**config.mk**
```make
export PLATFORM = sky130hd
export DESIGN_NAME = network_sequencer
export DESIGN_NICKNAME = d
export VERILOG_FILES = /design/src/rtl/network_pkg.sv /design/src/rtl/sample_shift_buffer.sv /design/src/rtl/network_sequencer.sv
export SDC_FILE = /design/constraint.sdc
export NUM_CORES = 1
export LEC_CHECK = 0
export CORE_MARGIN = 3
export CORE_UTILIZATION = 46
export DETAILED_ROUTE_END_ITERATION = 8
export MAX_ROUTING_LAYER = met4
export PLACE_DENSITY = 0.91
export RECOVER_POWER = 50
export SYNTH_ARGS = -nofsm -noshare
export SYNTH_HDL_FRONTEND = slang
export SYNTH_SLANG_ARGS = --single-unit
```
**constraint.sdc**
```tcl
create_clock -name clk -period 4.9 [get_ports clk]
set_input_delay 0.735 -clock clk [delete_from_list [all_inputs] [get_ports clk]]
set_output_delay 0.735 -clock clk [all_outputs]
set_load 0.01 [all_outputs]
```
**src/rtl/network_pkg.sv**
```systemverilog
// Shared types and constants for the per-sample network sequencer.
package network_pkg;

    localparam int SAMPLE_W = 16;

    typedef enum logic [2:0] {
        IDLE,
        SHIFT,
        START,
        WAIT,
        LATCH
    } seq_state_t;

endpackage

```
**src/rtl/sample_shift_buffer.sv**
```systemverilog
// History buffer of the most recent TAPS samples. Slot 0 holds the newest
// sample and slot TAPS-1 the oldest. Advances only when en is high.
module sample_shift_buffer #(
    parameter int W    = 16,
    parameter int TAPS = 4
) (
    input  logic              clk,
    input  logic              rst,
    input  logic              en,
    input  logic [W-1:0]      inp,
    output logic [TAPS*W-1:0] out
);

    logic [W-1:0] slot_reg [TAPS];

    // Each enable moves every sample one slot older and loads the new one.
    always_ff @(posedge clk) begin
        if (rst) begin
            for (int k = 0; k < TAPS; k++) begin
                slot_reg[k] <= '0;
            end
        end else if (en) begin
            slot_reg[0] <= inp;
            for (int k = 1; k < TAPS; k++) begin
                slot_reg[k] <= slot_reg[k-1];
            end
        end
    end

    generate
        for (genvar gi = 0; gi < TAPS; gi++) begin : g_pack
            assign out[gi*W +: W] = slot_reg[gi];
        end
    endgenerate

endmodule

```
**src/rtl/network_sequencer.sv**
```systemverilog
// Per-sample controller: detects the sample strobe edge, updates the
// history buffer, walks the layer chain with start/done handshakes and
// latches the final results. Also handles bypass, overrun and a per-layer
// watchdog.
module network_sequencer
    import network_pkg::*;
#(
    parameter int W        = SAMPLE_W,
    parameter int N_CH     = 4,
    parameter int TAPS     = 4,
    parameter int N_LAYERS = 2,
    parameter int TIMEOUT  = 1023
) (
    input  logic                clk,
    input  logic                rst,
    input  logic                sample_clk,
    input  logic [W-1:0]        sample_in,
    input  logic                bypass,
    output logic [TAPS*W-1:0]   taps,
    output logic [N_LAYERS-1:0] layer_start,
    input  logic [N_LAYERS-1:0] layer_done,
    input  logic [N_CH*W-1:0]   final_in,
    output logic [N_CH*W-1:0]   sample_out,
    output logic                busy,
    output logic                overrun,
    output logic                timeout_err,
    input  logic                err_clr
);

    localparam int IDX_W  = (N_LAYERS > 1) ? $clog2(N_LAYERS) : 1;
    localparam int WDOG_W = $clog2(TIMEOUT + 1);
    localparam logic [IDX_W-1:0]  LAST_IDX   = IDX_W'(N_LAYERS - 1);
    localparam logic [WDOG_W-1:0] WDOG_LIMIT = WDOG_W'(TIMEOUT - 1);

    seq_state_t        state_reg;
    logic [IDX_W-1:0]  idx_reg;
    logic [WDOG_W-1:0] wdog_reg;
    logic [W-1:0]      hold_reg;
    logic              prev_sample_clk_reg;
    logic              rise;

    // Only a low-to-high transition of the strobe starts a computation.
    assign rise = sample_clk & ~prev_sample_clk_reg;
    assign busy = (state_reg != IDLE);

    sample_shift_buffer #(
        .W    (W),
        .TAPS (TAPS)
    ) u_history (
        .clk (clk),
        .rst (rst),
        .en  (state_reg == SHIFT),
        .inp (hold_reg),
        .out (taps)
    );

    // Sequencer FSM with edge detect, watchdog, sticky flags and output latch.
    always_ff @(posedge clk) begin
        if (rst) begin
            state_reg           <= IDLE;
            idx_reg             <= '0;
            wdog_reg            <= '0;
            hold_reg            <= '0;
            prev_sample_clk_reg <= 1'b1;  // a strobe held high through reset is not an edge
            layer_start         <= '0;
            sample_out          <= '0;
            overrun             <= 1'b0;
            timeout_err         <= 1'b0;
        end else begin
            prev_sample_clk_reg <= sample_clk;
            layer_start         <= '0;

            // Clear first so that a same-cycle set event takes priority.
            if (err_clr) begin
                overrun     <= 1'b0;
                timeout_err <= 1'b0;
            end
            if (rise && (state_reg != IDLE)) begin
                overrun <= 1'b1;
            end

            case (state_reg)
                IDLE: begin
                    if (rise) begin
                        hold_reg  <= sample_in;
                        state_reg <= SHIFT;
                    end
                end
                SHIFT: begin
                    if (bypass) begin
                        state_reg <= LATCH;
                    end else begin
                        idx_reg        <= '0;
                        layer_start[0] <= 1'b1;
                        state_reg      <= START;
                    end
                end
                START: begin
                    wdog_reg  <= '0;
                    state_reg <= WAIT;
                end
                WAIT: begin
                    wdog_reg <= wdog_reg + 1'b1;
                    if (layer_done[idx_reg]) begin
                        if (idx_reg == LAST_IDX) begin
                            state_reg <= LATCH;
                        end else begin
                            idx_reg                       <= idx_reg + 1'b1;
                            layer_start[idx_reg + 1'b1]   <= 1'b1;
                            state_reg                     <= START;
                        end
                    end else if (wdog_reg == WDOG_LIMIT) begin
                        timeout_err <= 1'b1;
                        state_reg   <= IDLE;
                    end
                end
                LATCH: begin
                    sample_out <= bypass ? {N_CH{hold_reg}} : final_in;
                    state_reg  <= IDLE;
                end
                default: begin
                    state_reg <= IDLE;
                end
            endcase
        end
    end

endmodule

```
# Word-level counts from Yosys, hierarchy flattened
# Memory sizes are Yosys's and may differ from the RTL's.
# Cells that the tools add are included.
# Widths: inputs -> output; s select.
[totals] mem_count=1 in_bits=87 mem_bits_rw=64 regBits=99 elab_cells=79
[classes] reduce_logical=11 eq_ne=9 order_cmp=3 bitwise_logic=8 mux=35 n_addsub=2
[mem_list] memory="u_history.slot_reg" depth=4 word_bits=16 rd=4 rd_ports_with_merged_regs=0 wr=4 line="sample_shift_buffer.sv:14" text="logic [W-1:0] slot_reg [TAPS];"
[op_table] cell="$mux 16" n=4
[op_table] cell="$mux 64" n=1
[op_table] cell="$mux 1" n=20
[op_table] cell="$pmux 10 s2" n=1
[op_table] cell="$mux 3" n=5
[op_table] cell="$pmux 3 s4" n=1
[op_table] cell="$add 10x1->10 const B" n=1
[op_table] cell="$eq 10x10->1 const B" n=1
[op_table] cell="$eq 3x2->1 const B" n=2
[op_table] cell="$ne 2x2->1 const B" n=3
[op_table] cell="$reduce_bool 2->1" n=3
[op_table] cell="$lt 1x2->1 const B" n=2
[op_table] cell="$or 1x1->1" n=4
[op_table] cell="$pmux 1 s2" n=2
[op_table] cell="$reduce_and 2->1" n=2
[op_table] cell="$reduce_or 4->1" n=1
[op_table] cell="$eq 3x1->1 const B" n=1
[op_table] cell="$eq 3x3->1 const B" n=1
[op_table] cell="$logic_not 3->1" n=1
[op_table] cell="$ne 3x3->1 const B" n=1
[op_table] cell="$not 1->1" n=3
[op_table] cell="$reduce_and 3->1" n=1
[op_table] cell="$reduce_bool 3->1" n=1
[op_table] cell="$logic_and 1x1->1" n=2
[op_table] cell="other kinds (4)" n=4

# Depth between registers and ports, before layout
# Gate-level depths: netlist of run 1.
[logic_depth] depth_word=8 depth_mapped=7 depth_no_buf=6

# Modules after synthesis
# From an unflattened synthesis of run 1, not the netlist that was laid out.
[unflattened] cells_unflattened=625 hier_area_um2=7166.9
[by_module_without_submodules] mod="network_sequencer" area_per_inst_um2=4565.6 seq_area_each_um2=1981.9 n_inst=1 cells_each=482
[by_module_without_submodules] mod="sample_shift_buffer" area_per_inst_um2=2601.2 seq_area_each_um2=1921.8 n_inst=1 cells_each=143

# Worst setup path before layout of run 1
# OpenSTA, ideal clock, no wires.
[synth_timing] path_kind="flip-flop to flip-flop" start="reg state_reg[2]" end="mem u_history.slot_reg[0][0], enable pin" required_time_ns=4.401 arrival_ns=3.580 path_stages_with_launch=3 n_path_buf=0 path_slack_ns=0.821 path_cell_list="dfxtp_1 -> nand2b_1 -> o21bai_1"
[synth_rtl] item="start: declaration" line="network_sequencer.sv:35" text="seq_state_t state_reg;"
[synth_rtl] item="start signal: assignment" line="network_sequencer.sv:60" text="state_reg <= IDLE;"
[synth_rtl] item="start signal: assignment" line="network_sequencer.sv:86" text="state_reg <= SHIFT;"
[synth_rtl] item="start signal: assignment" line="network_sequencer.sv:91" text="state_reg <= LATCH;"
[synth_rtl] item="end: declaration" line="sample_shift_buffer.sv:14"

==> metrics.md, run 1 <==
| Metric | Value |
|---|---|
| Sequential share of power | `between 40 and 50%` |
| Pre-CTS setup slack | `about 2.5 ns` |
| Clock Path Buffers | `2` |
| P per Cell Area | `about 340 nW/um^2` |
| WP data required | `about 5.0 ns` |
| Top_reg_cell synth | `dfxtp_1` |
| Gate power share | `13.3%` |
| Most frequent cells in the layout | `clkdlybuf4s50_1 (136), dfxtp_1 (99), dlygate4sd3_1 (81), nor2_1 (73)` |
| Post-synth EDFFs | `64` |
| Final min period | `between 3 and 4 ns` |
| Share of layout cells above drive strength 1 | `between 5 and 6%` |
| Antenna cell count | `0` |
| # rows | `between 40 and 50` |
| RSZ-0062 raised after global routing | `false` |
| Hold WS | `0.478 ns` |
| Die area | `approximately 16000 sq um` |
| Vias in the first global route | `approximately 5100` |
| Antenna-violating nets left | `0` |
| Post-Syn Area | `between 6000 and 7000 sq um` |
| Max Fclk | `between 300 and 400 MHz` |
| CTS Buf Count | `17` |
| Reg clk slew, reported paths | `approximately 0.060 ns` |
| Skew-Pair Late Insertion Delay | `0.42 ns` |
| Hold Path Stages | `1` |
| Die Width | `roughly 130 microns` |
| Initial DRC Count | `about 460` |
| Fin nets | `897` |
| Hold crit path type | `reg -> reg` |
| Post-Route WL | `17800 microns` |
| Number of port buffers | `~220` |
| Wire length per cell | `17.8 microns` |
| Register area share after synthesis | `between 50% and 60%` |
| Final Setup Violations | `0` |
| Critical Path AT | `about 3.2 ns` |
| Crit path max fanout | `a little under 50` |
| Skew final | `0.00861 ns` |
| TritonCTS clock tree | `done` |
| Post-synthesis cell type count | `between 40 and 50` |
| Switching portion of total power | `around 24%` |
| Post-CTS Hold Fix Bufs | `0` |
| Total I/O pin count | `220` |
| Core area | `14000 sq um` |
| Final Max Tran Viols | `65` |
| Routability cong. | `0.845` |
| Synthesis-to-layout area growth | `41.4%` |
| Outcome | `complete, but fails checks` |
| LEAKAGE | `~3.5 nW` |
| Switching Power | `roughly 0.77 mW` |
| Post-synth ARST share | `0%` |
| Internal power | `2.41 mW` |
| Element type at the critical path end | `register` |
| Cell count after synthesis | `610` |
| Worst Reg-to-Reg Cells | `3` |
| Pre-antenna DRT Iters | `5` |
| # DRC | `0` |
| Syn avg cell area | `10.9 sq um` |
| Commonest non-fill, non-tap cell in the layout | `clkdlybuf4s50_1` |
| Die H | `between 100 and 150 microns` |
| Post-cts sizing count | `0` |
| Crit share post-route | `around 63%` |
| Hold violation total from the final report | `0` |
| Clock sinks | `roughly 160` |
| GRT Util Overall | `22.8%` |
| Measured slew at the worst slew-check pin | `1.99 ns` |
| Routed vias/inst | `5.29` |
| Post-DP HPWL | `roughly 12000 microns` |
| Max-Cap Viols | `1` |
| Global-route wire length before repair | `roughly 27000 microns` |
| H-Tree Depth | `4` |
| Initial antenna violation count | `0` |
| Startpoint Class | `register` |
| Worst slew margin | `-32.9%` |
| Post-CTS Setup Repair Bufs | `0` |
| Clock Power Share | `a little under two fifths` |
| GR Overflow Total | `0` |
| Final Power | `roughly 3.2 mW` |
| DR vias | `roughly 5300` |
| Largest net degree at the start of global routing | `around 120` |
| Type of the worst setup path | `reg -> reg` |
| VDD IR max | `roughly 0.22 mV` |
| Initial Utilization | `47.5%` |
| CTS root buf | `clkbuf_16` |
| Flops & latches, synth | `163` |
| PnR worst setup slack | `1.79 ns` |
| Synth Warn # | `0` |
| Failing checks | `max-capacitance violations, max-slew violations` |
| Setup TNS | `0 ns` |
| Syn nets | `699` |
==> power groups by stage <==
stage / logic (mW) / clock network (mW) / registers (mW)
final: 0.421 / 1.20 / 1.56
after global routing: 0.455 / 1.28 / 1.57
after CTS: 0.444 / 1.22 / 1.56
after detailed placement: 0.442 / 0 / 1.59
after global placement: 0.434 / 0 / 1.58
after floorplan: 0.164 / 0 / 1.61
==> Yosys cell counts, types with 3 or more instances <==
| cell type | n | area, sq um |
|---|---|---|
| dfxtp_1 | 99 | 1980 |
| nor2_1 | 73 | 274 |
| and2_1 | 65 | 407 |
| a211oi_1 | 64 | 480 |
| edfxtp_1 | 64 | 1920 |
| mux2i_1 | 64 | 641 |
| nand2_1 | 44 | 165 |
| a21oi_1 | 27 | 135 |
| clkbuf_1 | 22 | 82.6 |
| buf_2 | 12 | 60.1 |
| o21ai_0 | 9 | 45.0 |
| buf_4 | 8 | 60.1 |
| nand3_1 | 5 | 25.0 |
| nor4_1 | 5 | 31.3 |
| inv_1 | 4 | 15.0 |
| nor2b_1 | 4 | 25.0 |
| a31oi_1 | 3 | 18.8 |
| nand2b_1 | 3 | 18.8 |
| nor3_1 | 3 | 15.0 |
| nor3b_1 | 3 | 22.5 |
==> metrics by stage <==
step	util, %	area, sq um	std cells
after detailed placement	63.6	8930	969
after CTS	67.4	9470	1001
after global routing	67.2	9430	1001
after global placement	63.6	8930	969
final	67.2	9430	1001
after floorplan	-	6670	610
==> kinds of logic (layout without fill, tap and decap cells) <==
group,Yosys count,after routing,synth area share (%)
AOI/OAI and AO/OA,112,112,11.3
adders and majority gates,2,2,0.375
buffers and inverters,50,261,3.60
DFF,163,163,58.5
muxes,65,65,9.77
and+or+nand+nor,218,218,16.4
==> metal layers <==
metal  wire length [microns]  vias up  GRT usage, %
li1                        -     2568             -
met2                    8620      228          36.0
met5                       0        -             -
met4                     453        0          9.53
met3                    1220       36          5.47
met1                    7490     2466          28.1
==> worst max-delay path, stage by stage, from the launching register on <==
cell and delay (ns):
dfxtp_1 0.61, nand2b_1 0.29, o21bai_1 1.15, buf_4 0.68
==> final cells by class <==
class	instances	area, sq um
timing repair buffer	224	2230
inverter	5	18.8
sequential	163	3900
multi-input combinational	397	2520
tap	180	225
fill	1043	4610
clock buffer	22	477
clock inverter	10	57.6
==> worst paths after layout <==
| path | startpoint | to | slack, ns |
|---|---|---|---|
| worst max-delay path | state_reg[0] | u_history.slot_reg[0][7] | 1.79 |
| worst min-delay path | timeout_err | timeout_err | 0.48 |
| worst max register to register | state_reg[0] | u_history.slot_reg[0][7] | 1.79 |
| worst min register to register | timeout_err | timeout_err | 0.48 |
Power figures use the tool's default switching activity.
==> inputs of run 2 (changes only) <==
Settings changed: CORE_UTILIZATION 46 to 42, PLACE_DENSITY 0.91 to 0.88.
Clock period 4.9 ns to 2.6 ns, I/O delays scaled along.
==> run 2 against run 1 <==
  * The run still ends with max-capacitance violations, max-slew violations left
  * Register-to-register slack worse by 1.4 ns
  * Largest power group unchanged
  * Sequential share of layout area decreased by 1.0 points
  * Clock skew increased by 0.0039 ns
  * Sequential cell count unchanged
  * Via count down 1.7%
  * Clock power grew 120%
  * Worst hold slack got worse by 0.22 ns
==> metrics.md, run 2 (same netlist as run 1, synthesis figures left out) <==
| Metric | Value |
|---|---|
| Setup TNS | `0 ns (unchanged)` |
| Internal power | `4.80 mW (was 2.41 mW)` |
| Gate power share | `12.7% (was 13.3%)` |
| DR vias | `5206 (was 5298)` |
| Failing checks | `max-capacitance violations, max-slew violations (unchanged)` |
| Crit share post-route | `between 80 and 90%` |
| RSZ-0062 raised after global routing | `false (unchanged)` |
| Hold crit path type | `in -> reg (was reg -> reg)` |
| Pre-CTS setup slack | `0.643 ns (was 2.51 ns)` |
| Reg clk slew, reported paths | `0.06 ns (about the same)` |
| Post-CTS Setup Repair Bufs | `0 (unchanged)` |
| Largest stage delay, worst path | `0.65 ns (was 1.15 ns)` |
| # rows | `45 (was 43)` |
| Clock Path Buffers | `2 (unchanged)` |
| CTS Buf Count | `17 (unchanged)` |
| Element type at the critical path end | `output port (was register)` |
| Startpoint Class | `register (unchanged)` |
| Skew final | `0.0125 ns (was 0.00861 ns)` |
| LEAKAGE | `3.79 nW (was 3.55 nW)` |
| Worst slew margin | `-26.7% (was -32.9%)` |
| CP cell instances | `nor3_2 > inv_2 > clkdlybuf4s50_1 (was nand2b_1 > o21bai_1 > buf_4)` |
| PnR worst setup slack | `0.326 ns (was 1.79 ns)` |
| Share of layout cells above drive strength 1 | `6.17% (was 5.24%)` |
| Post-CTS Hold Fix Bufs | `0 (unchanged)` |
| Post-cts sizing count | `0 (unchanged)` |
| Skew-Pair Late Insertion Delay | `0.42 ns (about the same)` |
| Design area | `9670 sq um (was 9430 sq um)` |
| Antenna-violating nets left | `0 (unchanged)` |
| Clock sinks | `163 (unchanged)` |
| GR Overflow Total | `0 (unchanged)` |
| Max-Cap Viols | `1 (unchanged)` |
| Die H | `132 microns (was 126 microns)` |
| # DRC | `0 (unchanged)` |
| TritonCTS clock tree | `done (unchanged)` |
| Max Fclk | `between 400 and 500 MHz` |
| Total I/O pin count | `220 (unchanged)` |
| WP data required | `2.21 ns (was 4.96 ns)` |
| GRT Util Overall | `21.2% (was 22.8%)` |
| Post-Route WL | `18100 microns (was 17800 microns)` |
| Final min period | `2.27 ns` |
| Commonest non-fill, non-tap cell in the layout | `dlygate4sd3_1 (was clkdlybuf4s50_1)` |
| Number of port buffers | `219 (unchanged)` |
| Most frequent cells in the layout | `dlygate4sd3_1 (132), dfxtp_1 (99), clkdlybuf4s50_1 (85), nor2_1 (73), and2_1 (65) (was clkdlybuf4s50_1 (136), dfxtp_1 (99), dlygate4sd3_1 (81), nor2_1 (73))` |
| P per Cell Area | `651 nW/um^2 (was 336 nW/um^2)` |
| Vias in the first global route | `5125 (was 5095)` |
| Pre-antenna DRT Iters | `5 (unchanged)` |
| Core area | `15400 sq um (was 14000 sq um)` |
| CP max-delay cell | `dfxtp_1 (was o21bai_1)` |
| Measured slew at the worst slew-check pin | `1.90 ns (was 1.99 ns)` |
| Routed vias/inst | `5.02 (was 5.29)` |
| Wire length per cell | `17.4 microns (was 17.8 microns)` |
| Routability cong. | `0.807 (was 0.845)` |
| Die Width | `132 microns (was 126 microns)` |
| Post-DP Area | `9090 sq um (was 8930 sq um)` |
| Post-DP HPWL | `12600 microns (was 12200 microns)` |
| Outcome | `complete, but fails checks (unchanged)` |
| Initial antenna violation count | `0 (unchanged)` |
| Global-route wire length before repair | `28000 microns (was 27300 microns)` |
| Sequential share of power | `46.4% (was 49.0%)` |
| Fin nets | `903 (was 897)` |
| Crit path max fanout | `11 (was 49)` |
| Initial DRC Count | `430 (was 459)` |
| Critical Path AT | `1.88 ns (was 3.16 ns)` |
| CTS root buf | `clkbuf_16 (unchanged)` |
| VDD IR max | `0.446 mV (was 0.220 mV)` |
| Final Max Tran Viols | `46 (was 65)` |
| Die area | `17400 sq um (was 16000 sq um)` |
| Fillers | `1212 (was 1043)` |
| Type of the worst setup path | `reg -> out (was reg -> reg)` |
| WP buf/inv | `2 (was 1)` |
| Largest net degree at the start of global routing | `65 (was 119)` |
| Final Setup Violations | `0 (unchanged)` |
| Switching Power | `1.49 mW (was 0.765 mW)` |
| Synthesis-to-layout area growth | `45.0% (was 41.4%)` |
| Antenna cell count | `0 (unchanged)` |
| Switching portion of total power | `23.7% (was 24.1%)` |
| H-Tree Depth | `4 (unchanged)` |
| Initial Utilization | `43.4% (was 47.5%)` |
| Clock Power Share | `40.9% (was 37.7%)` |
| Hold violation total from the final report | `0 (unchanged)` |
| CP top delay family | `buffers and inverters (was compound AO/OA/AOI/OAI gates)` |
[run 2: power groups by stage]
stage	sequential (mW)	combinational, mW	clock (mW)
3_3_place_gp	2.98	0.845	0
6_report	2.92	0.799	2.58
3_5_place_dp	2.99	0.858	0
4_1_cts	2.93	0.861	2.62
2_1_floorplan	3.02	0.312	0
5_1_grt	2.94	0.860	2.72
[run 2: final cells by class]
cell class | instances | area (sq um) | share of cell area, %
timing repair buffer | 230 | 2340 | 24.2
inverter | 5 | 18.8 | 0.194
clock inverter | 12 | 154 | 1.59
sequential | 163 | 3900 | 40.4
clock buffer | 20 | 457 | 4.72
tap | 211 | 264 | 2.73
multi-input combinational | 397 | 2530 | 26.2
[run 2: per-layer routing]
layer  GRT usage [%]  up-vias  wire length (microns)
met5               -        -                      0
met1            26.9     2421                   7920
met4            8.17        0                    287
met3            5.15       18                   1120
li1                -     2579                      -
met2            33.0      188                   8740
[run 2: stage by stage]
stage,cells,total power [mW],hold slack (ns),utilization (%)
global route,1038,6.52,0.249,62.9
floorplan,610,3.33,0.468,-
finish,1038,6.30,0.255,62.9
CTS,1038,6.42,0.232,63.1
global placement,1006,3.82,0.479,59.2
detailed placement,1006,3.84,0.484,59.2
[run 2: worst register-to-register path, stage by stage (launching register included)]
cell and delay [ns]:
dfxtp_1 0.47, nor3b_2 0.53, clkbuf_1 0.49, buf_12 0.27
nor2_1 0.08, a211oi_1 0.24
[run 2: path summary, 6_finish.rpt]
path                            slack (ns)              to  depth (start not counted)         start
worst max-delay path                  0.33            busy                          3  state_reg[1]
worst min-delay path                  0.26         idx_reg                          2           rst
worst max register to register        0.41  sample_out[28]                          5  state_reg[1]
worst min register to register        0.49     timeout_err                          1   timeout_err
